$ cat src/rtl/jts16_hshift.sv
// jts16_hshift
// ------------
// Horizontal screen-centering stage for the S16 video output. The 5-bit RGB
// stream is written into a 32-entry circular buffer and read back with a
// programmable delay, which moves the picture left or right on screen.
// Blanking and sync pass through a fixed (DLY+1)-stage delay line, so their
// timing never depends on the shift. The shift value is only latched on the
// rising edge of VS_in, so every pixel of a frame sees the same delay.
//
// Build option:
//   JTS16_HSHIFT_EN  defined   : programmable shift, latched on the VS_in rise.
//                    undefined : shift input ignored, shift_l reads 0, and the
//                                block is a fixed DLY+1 pixel delay.
//
// Parameters:
//   DLY  fixed sync/blank delay in pixels (picture delay is DLY + shift)
//   AW   buffer address width, depth 2**AW (must be >= 2*DLY)
//
// Ports:
//   clk, rst                  clock, synchronous active-high reset
//   pxl_cen                   pixel clock enable, all state advances on it
//   shift[4:0]                signed shift -16..+15, positive moves right
//   red_in/green_in/blue_in   colour from the colour mixer
//   LHBL_in, LVBL_in          active-low blanking, aligned with RGB
//   HS_in, VS_in              sync, aligned with RGB
//   red/green/blue            shifted colour
//   LHBL, LVBL, HS, VS        blanking/sync delayed by DLY+1 pixels
//   shift_l[4:0]              shift currently in effect

module jts16_hshift #(
  parameter int DLY = 16,
  parameter int AW  = 5
) (
  input  logic       clk,
  input  logic       rst,
  input  logic       pxl_cen,
  input  logic [4:0] shift,
  input  logic [4:0] red_in,
  input  logic [4:0] green_in,
  input  logic [4:0] blue_in,
  input  logic       LHBL_in,
  input  logic       LVBL_in,
  input  logic       HS_in,
  input  logic       VS_in,
  output logic [4:0] red,
  output logic [4:0] green,
  output logic [4:0] blue,
  output logic       LHBL,
  output logic       LVBL,
  output logic       HS,
  output logic       VS,
  output logic [4:0] shift_l
);

  localparam int DEPTH = 1 << AW;
  localparam int NST   = DLY + 1;

  // ---------------------------------------------------------------------------
  // Write side
  // ---------------------------------------------------------------------------
  logic [14:0]   pix_w;
  logic [14:0]   mem_q [DEPTH];
  logic [AW-1:0] wr_q, wr_d;
  logic [AW:0]   fill_q, fill_d;

  // Blanked pixels are stored as black. This is what makes the vacated edge
  // of a shifted line come out black instead of showing stale picture data.
  assign pix_w = (LHBL_in & LVBL_in) ? {red_in, green_in, blue_in} : 15'd0;

  always_comb begin
    wr_d   = wr_q + AW'(1);
    fill_d = (fill_q == (AW+1)'(DEPTH)) ? fill_q : fill_q + (AW+1)'(1);
  end

  // Buffer contents carry no reset: the fill counter masks them until every
  // slot has been written once.
  always_ff @(posedge clk) begin
    if (!rst && pxl_cen) begin
      mem_q[wr_q] <= pix_w;
    end
  end

  // ---------------------------------------------------------------------------
  // Shift latch and picture delay
  // ---------------------------------------------------------------------------
  logic [4:0]    shift_l_w;
  logic [AW-1:0] dly_w;

`ifdef JTS16_HSHIFT_EN
  logic [4:0] shift_l_q, shift_l_d;
  logic       vs_q;

  // Only the rising edge of VS_in (inside vertical blanking) loads a new
  // shift. The write/read on that same cen still uses the old value.
  always_comb begin
    shift_l_d = shift_l_q;
    if (VS_in && !vs_q) begin
      shift_l_d = shift;
    end
  end

  always_ff @(posedge clk) begin
    if (rst) begin
      shift_l_q <= 5'd0;
      vs_q      <= 1'b0;
    end else if (pxl_cen) begin
      shift_l_q <= shift_l_d;
      vs_q      <= VS_in;
    end
  end

  assign shift_l_w = shift_l_q;

  // D = DLY + signed shift. With DLY = 16 this spans 0..31, so it always
  // fits in the buffer and never wraps picture content around.
  assign dly_w = AW'(DLY + int'($signed(shift_l_q)));
`else
  logic unused_shift;

  assign unused_shift = ^shift;
  assign shift_l_w    = 5'd0;
  assign dly_w        = AW'(DLY);
`endif

  assign shift_l = shift_l_w;

  // ---------------------------------------------------------------------------
  // Read side
  // ---------------------------------------------------------------------------
  logic [AW-1:0] rd_addr;
  logic [14:0]   col_q, col_d;

  // Read address uses the pre-increment write pointer, so a delay of D
  // returns the pixel written D cens ago.
  assign rd_addr = wr_q - dly_w;

  always_comb begin
    col_d = 15'd0;
    if (fill_q < (AW+1)'(DEPTH)) begin
      col_d = 15'd0;
    end else if (dly_w == '0) begin
      // Zero delay targets the slot being written right now: bypass it.
      col_d = pix_w;
    end else begin
      col_d = mem_q[rd_addr];
    end
  end

  // ---------------------------------------------------------------------------
  // Sync / blank delay line: {LHBL, LVBL, HS, VS}
  // ---------------------------------------------------------------------------
  logic [3:0] sync_q [NST];

  always_ff @(posedge clk) begin
    if (rst) begin
      wr_q   <= '0;
      fill_q <= '0;
      col_q  <= 15'd0;
      for (int i = 0; i < NST; i++) begin
        sync_q[i] <= 4'd0;
      end
    end else if (pxl_cen) begin
      wr_q      <= wr_d;
      fill_q    <= fill_d;
      col_q     <= col_d;
      sync_q[0] <= {LHBL_in, LVBL_in, HS_in, VS_in};
      for (int i = 1; i < NST; i++) begin
        sync_q[i] <= sync_q[i-1];
      end
    end
  end

  assign red   = col_q[14:10];
  assign green = col_q[9:5];
  assign blue  = col_q[4:0];
  assign {LHBL, LVBL, HS, VS} = sync_q[NST-1];

endmodule

$ cat config.mk
export PLATFORM = sky130hd
export DESIGN_NAME = jts16_hshift
export DESIGN_NICKNAME = d
export VERILOG_FILES = /design/src/rtl/jts16_hshift.sv
export SDC_FILE = /design/constraint.sdc
export NUM_CORES = 1
export LEC_CHECK = 0
export ABC_AREA = 1
export BUFFER_PORTS_ARGS = -buffer_cell sky130_fd_sc_hd__buf_2
export CORE_MARGIN = 3
export CORE_UTILIZATION = 57
export DETAILED_ROUTE_END_ITERATION = 8
export PLACE_DENSITY = 0.76
export RECOVER_POWER = 50
export SYNTH_ARGS = -nofsm -noshare
export SYNTH_HDL_FRONTEND = slang
export SYNTH_SLANG_ARGS = --single-unit
$ cat constraint.sdc
create_clock -name clk -period 3.1 [get_ports clk]
set_input_delay 0.775 -clock clk [delete_from_list [all_inputs] [get_ports clk]]
set_output_delay 0.775 -clock clk [all_outputs]
set_load 0.005 [all_outputs]
==> flow_summary.ini <==
[die]
core-area_sq_um = 42600
die_h_um = 215.1
initial_utilization_pct = 58.52
num_rows = 75
overall_die_area_sq_um = 46290
io_pins = 51
die_width_um = 215.1

[run_status]
outcome = finished, violations left
failed_checks = capacitance limit, slew limit

[synthesis]
synthesized_instance_count = 2536
synth-warning-count = 0
avgSynthCellArea_sq_um = 9.831
ys_seq_area_share_pct = 68.09
yosys.area_share.simple_pct = 20.67
combined_area_of_all_synthesized_cells_sq_um = 24930
number_of_register_bits_inferred_by_synthesis = 574
synthMuxAreaShare_pct = 0
synth_cell_types = 26
xor_xnor_cell_area_share_of_the_yosys_netlist_pct = 0
combinational_family_with_the_most_area_after_synthesis = simple AND/OR/NAND/NOR gates
synth_compound_gate_area_share_pct = 0.4065
synthAdderAreaFrac_pct = 0.3011

[global_route]
grt_pass1_wl_um = 88010
antenna_found_initial = 0
grt_remaining_overflow = 0
groute.usage.overall_pct = 24.50
number_of_global_route_vias_before_repair = 15980
grt_start_max_net_pins = 77

[routing]
antenna_violating_nets_post_route = 0
first_iter_violations = 1933
post_drt_wl_per_cell_um = 17.67
routed_wl_um = 57040
route.detailed.drc = 0
route.vias.total = 16610
vias_per_cell = 5.148
firstDrtPassIters = 5

[place]
post-dp-hpwl_um = 33170
place_inst = 3130
routabilityCongestion = 0.8981
post_dp_cell_area_sq_um = 26080
place.port_buffers = 40

[final_layout]
sequential_standard_cell_area_sq_um = 16980
multi_input_comb_area_sq_um = 5373
most_common_cell_after_layout_fill_and_taps_aside = sky130_fd_sc_hd__nand2_1
stdcell_count = 3227
final_area_sq_um = 27780
ratio_of_cells_with_drive_above_1_in_the_final_layout_pct = 8.302
antenna_cells = 0
final_nets = 2641
layout.cells.most_common_list = sky130_fd_sc_hd__nand2_1 (879), sky130_fd_sc_hd__inv_1 (549), sky130_fd_sc_hd__edfxtp_1 (548), sky130_fd_sc_hd__nand3_1 (228), sky130_fd_sc_hd__nor2_1 (140)
synthToLayoutAreaGrowth_pct = 11.44
fillers = 3154

[critical_path]
critical_path.cell_chain = buf_2 > nand2_1 > clkbuf_2 > nor2_2 > clkbuf_1
critical-path-max-stage-delay_ps = 1440
cp-start-kind = primary input
worst_setup_path_end_kind = register
r2r-end = mem_q[6][8]
cp_max_fo = 32
crit_path_required_time_ps = 3180
path_class = in -> reg
critical_path_arrival_ps = 2860
crit_family = buffers and inverters
cpMaxStageDelayCell = sky130_fd_sc_hd__clkbuf_1
r2r_setup_slack_ps = 680
crit_buf_inv = 3
r2r.worst_path.cells = 5
r2r-start = wr_q[2]

[clock_tree]
cts_root_buf = sky130_fd_sc_hd__clkbuf_16
worst_skew_pair.late_latency_ps = 570
clock_tree.buffer_depth = 3
cts_setup_buffers = 0
cts-resized-gates = 0
cts-buffers-inserted = 53
cts.clk_slew.worst_paths_ps = 60
clock_tree.htree_level_count = 2
holdBufCountCts = 0
tritoncts_num_sinks = 574
cts_tree = done

[pwr]
max-vdd-ir-drop_v = 0.0003851
static-leakage-power_nw = 12.60
cellPowerDensity_nw_per_um2 = 581.6
total_power_w = 0.01616

[timing]
min_period_ps = 2789
unrepaired_setup_endpoints_after_global_routing = no
max_freq_mhz = 358.5
final_hold_viol_count = 0
fin_setup_tns_ps = 0
setup_viol = 0
worst_clock_skew_ps = 9.563
final_min_period_over_clock_period_pct = 89.97
worstMarginPinSlew_ps = 2007
relative_slew_margins_pct = -33.83
slew_violations = 231

[min_path]
worst_hold_path_stage_count = 2
worst_hold_startpoint = col_q[12]
hold-path-endpoint = col_q[12]
type_of_the_most_critical_hold_path = reg -> reg

[run]
drv_cap = 7
-- worst register-to-register path: cells and delay by family, from the launching register on --
kind / cells / cell delay, ps
flip-flops: 1 / 660
buffers and inverters: 3 / 640
AND/OR/NAND/NOR: 2 / 800
-- logic make-up (layout without fill, tap and decap cells) --
| family | Yosys count | after routing |
|---|---|---|
| AOI/OAI and AO/OA | 19 | 19 |
| adders and majority gates | 6 | 6 |
| buffers and inverters | 662 | 772 |
| DFF | 574 | 574 |
| other | 1 | 5 |
| and+or+nand+nor | 1274 | 1274 |
-- stage by stage --
stage | utilization [%] | hold slack [ps] | setup slack [ps]
6_report | 65.22 | 449.8 | 310.9
3_5_place_dp | 61.21 | 438.2 | 469.0
2_1_floorplan | - | 447.5 | 143.4
4_1_cts | 65.37 | 441.9 | 717.1
3_3_place_gp | 61.21 | 434.0 | 538.8
5_1_grt | 65.22 | 477.3 | 295.1
-- Yosys cell counts, drive strengths merged --
| library cell | count | area share, % |
|---|---|---|
| a21oi | 8 | 0.16 |
| a31oi | 1 | 0.025 |
| buf | 75 | 1.7 |
| clkbuf | 30 | 0.45 |
| conb | 1 | 0.015 |
| dfxtp | 26 | 2.1 |
| edfxtp | 548 | 66 |
| ha | 6 | 0.30 |
| inv | 557 | 8.4 |
| nand2 | 881 | 13 |
| nand3 | 228 | 4.6 |
| nand4 | 2 | 0.050 |
| nor2 | 156 | 2.5 |
| nor3 | 5 | 0.24 |
| nor4 | 2 | 0.050 |
| o211ai | 2 | 0.060 |
| o21ai | 8 | 0.16 |
-- routing by layer --
layer	global-route usage, %	up-vias	share of wire, %
met5	0	-	0
met4	9.407	0	4.0
met1	32.76	7732	39
met3	4.393	141	9.9
met2	40.46	762	47
li1	-	7978	-
-- where the power goes --
part / internal (W) / switching [W]
combinational: 0.000271 / 0.000705
clock: 0.00387 / 0.00272
sequential: 0.00855 / 0.0000462
total: 0.0127 / 0.00347
-- sequential cells by signal (all words and copies together) (netlist names) --
name    cells
sync_q     68
mem_q     480
wr_q        5
col_q      15
fill_q      6
-- final cells by class --
class	count	share of cell area (%)
clock buffers	65	5.170
flip-flops and latches	574	61.13
repair buffers	118	2.995
well taps	577	2.598
clock inverters	32	1.211
multi-input cells	1304	19.34
inverters	557	7.561
-- worst max-delay path by stage --
stage             from            end  slack, ps  cells past startpoint
2_1_floorplan  pxl_cen   sync_q[0][0]        140                      3
3_3_place_gp   pxl_cen  mem_q[18][10]        540                      6
3_5_place_dp   pxl_cen   mem_q[28][7]        470                      6
4_1_cts        wr_q[2]    mem_q[6][8]        720                      5
5_1_grt        LVBL_in   mem_q[2][11]        300                      5
6_report       LHBL_in   mem_q[23][1]        310                      5
(Power assumes the default switching activity.)
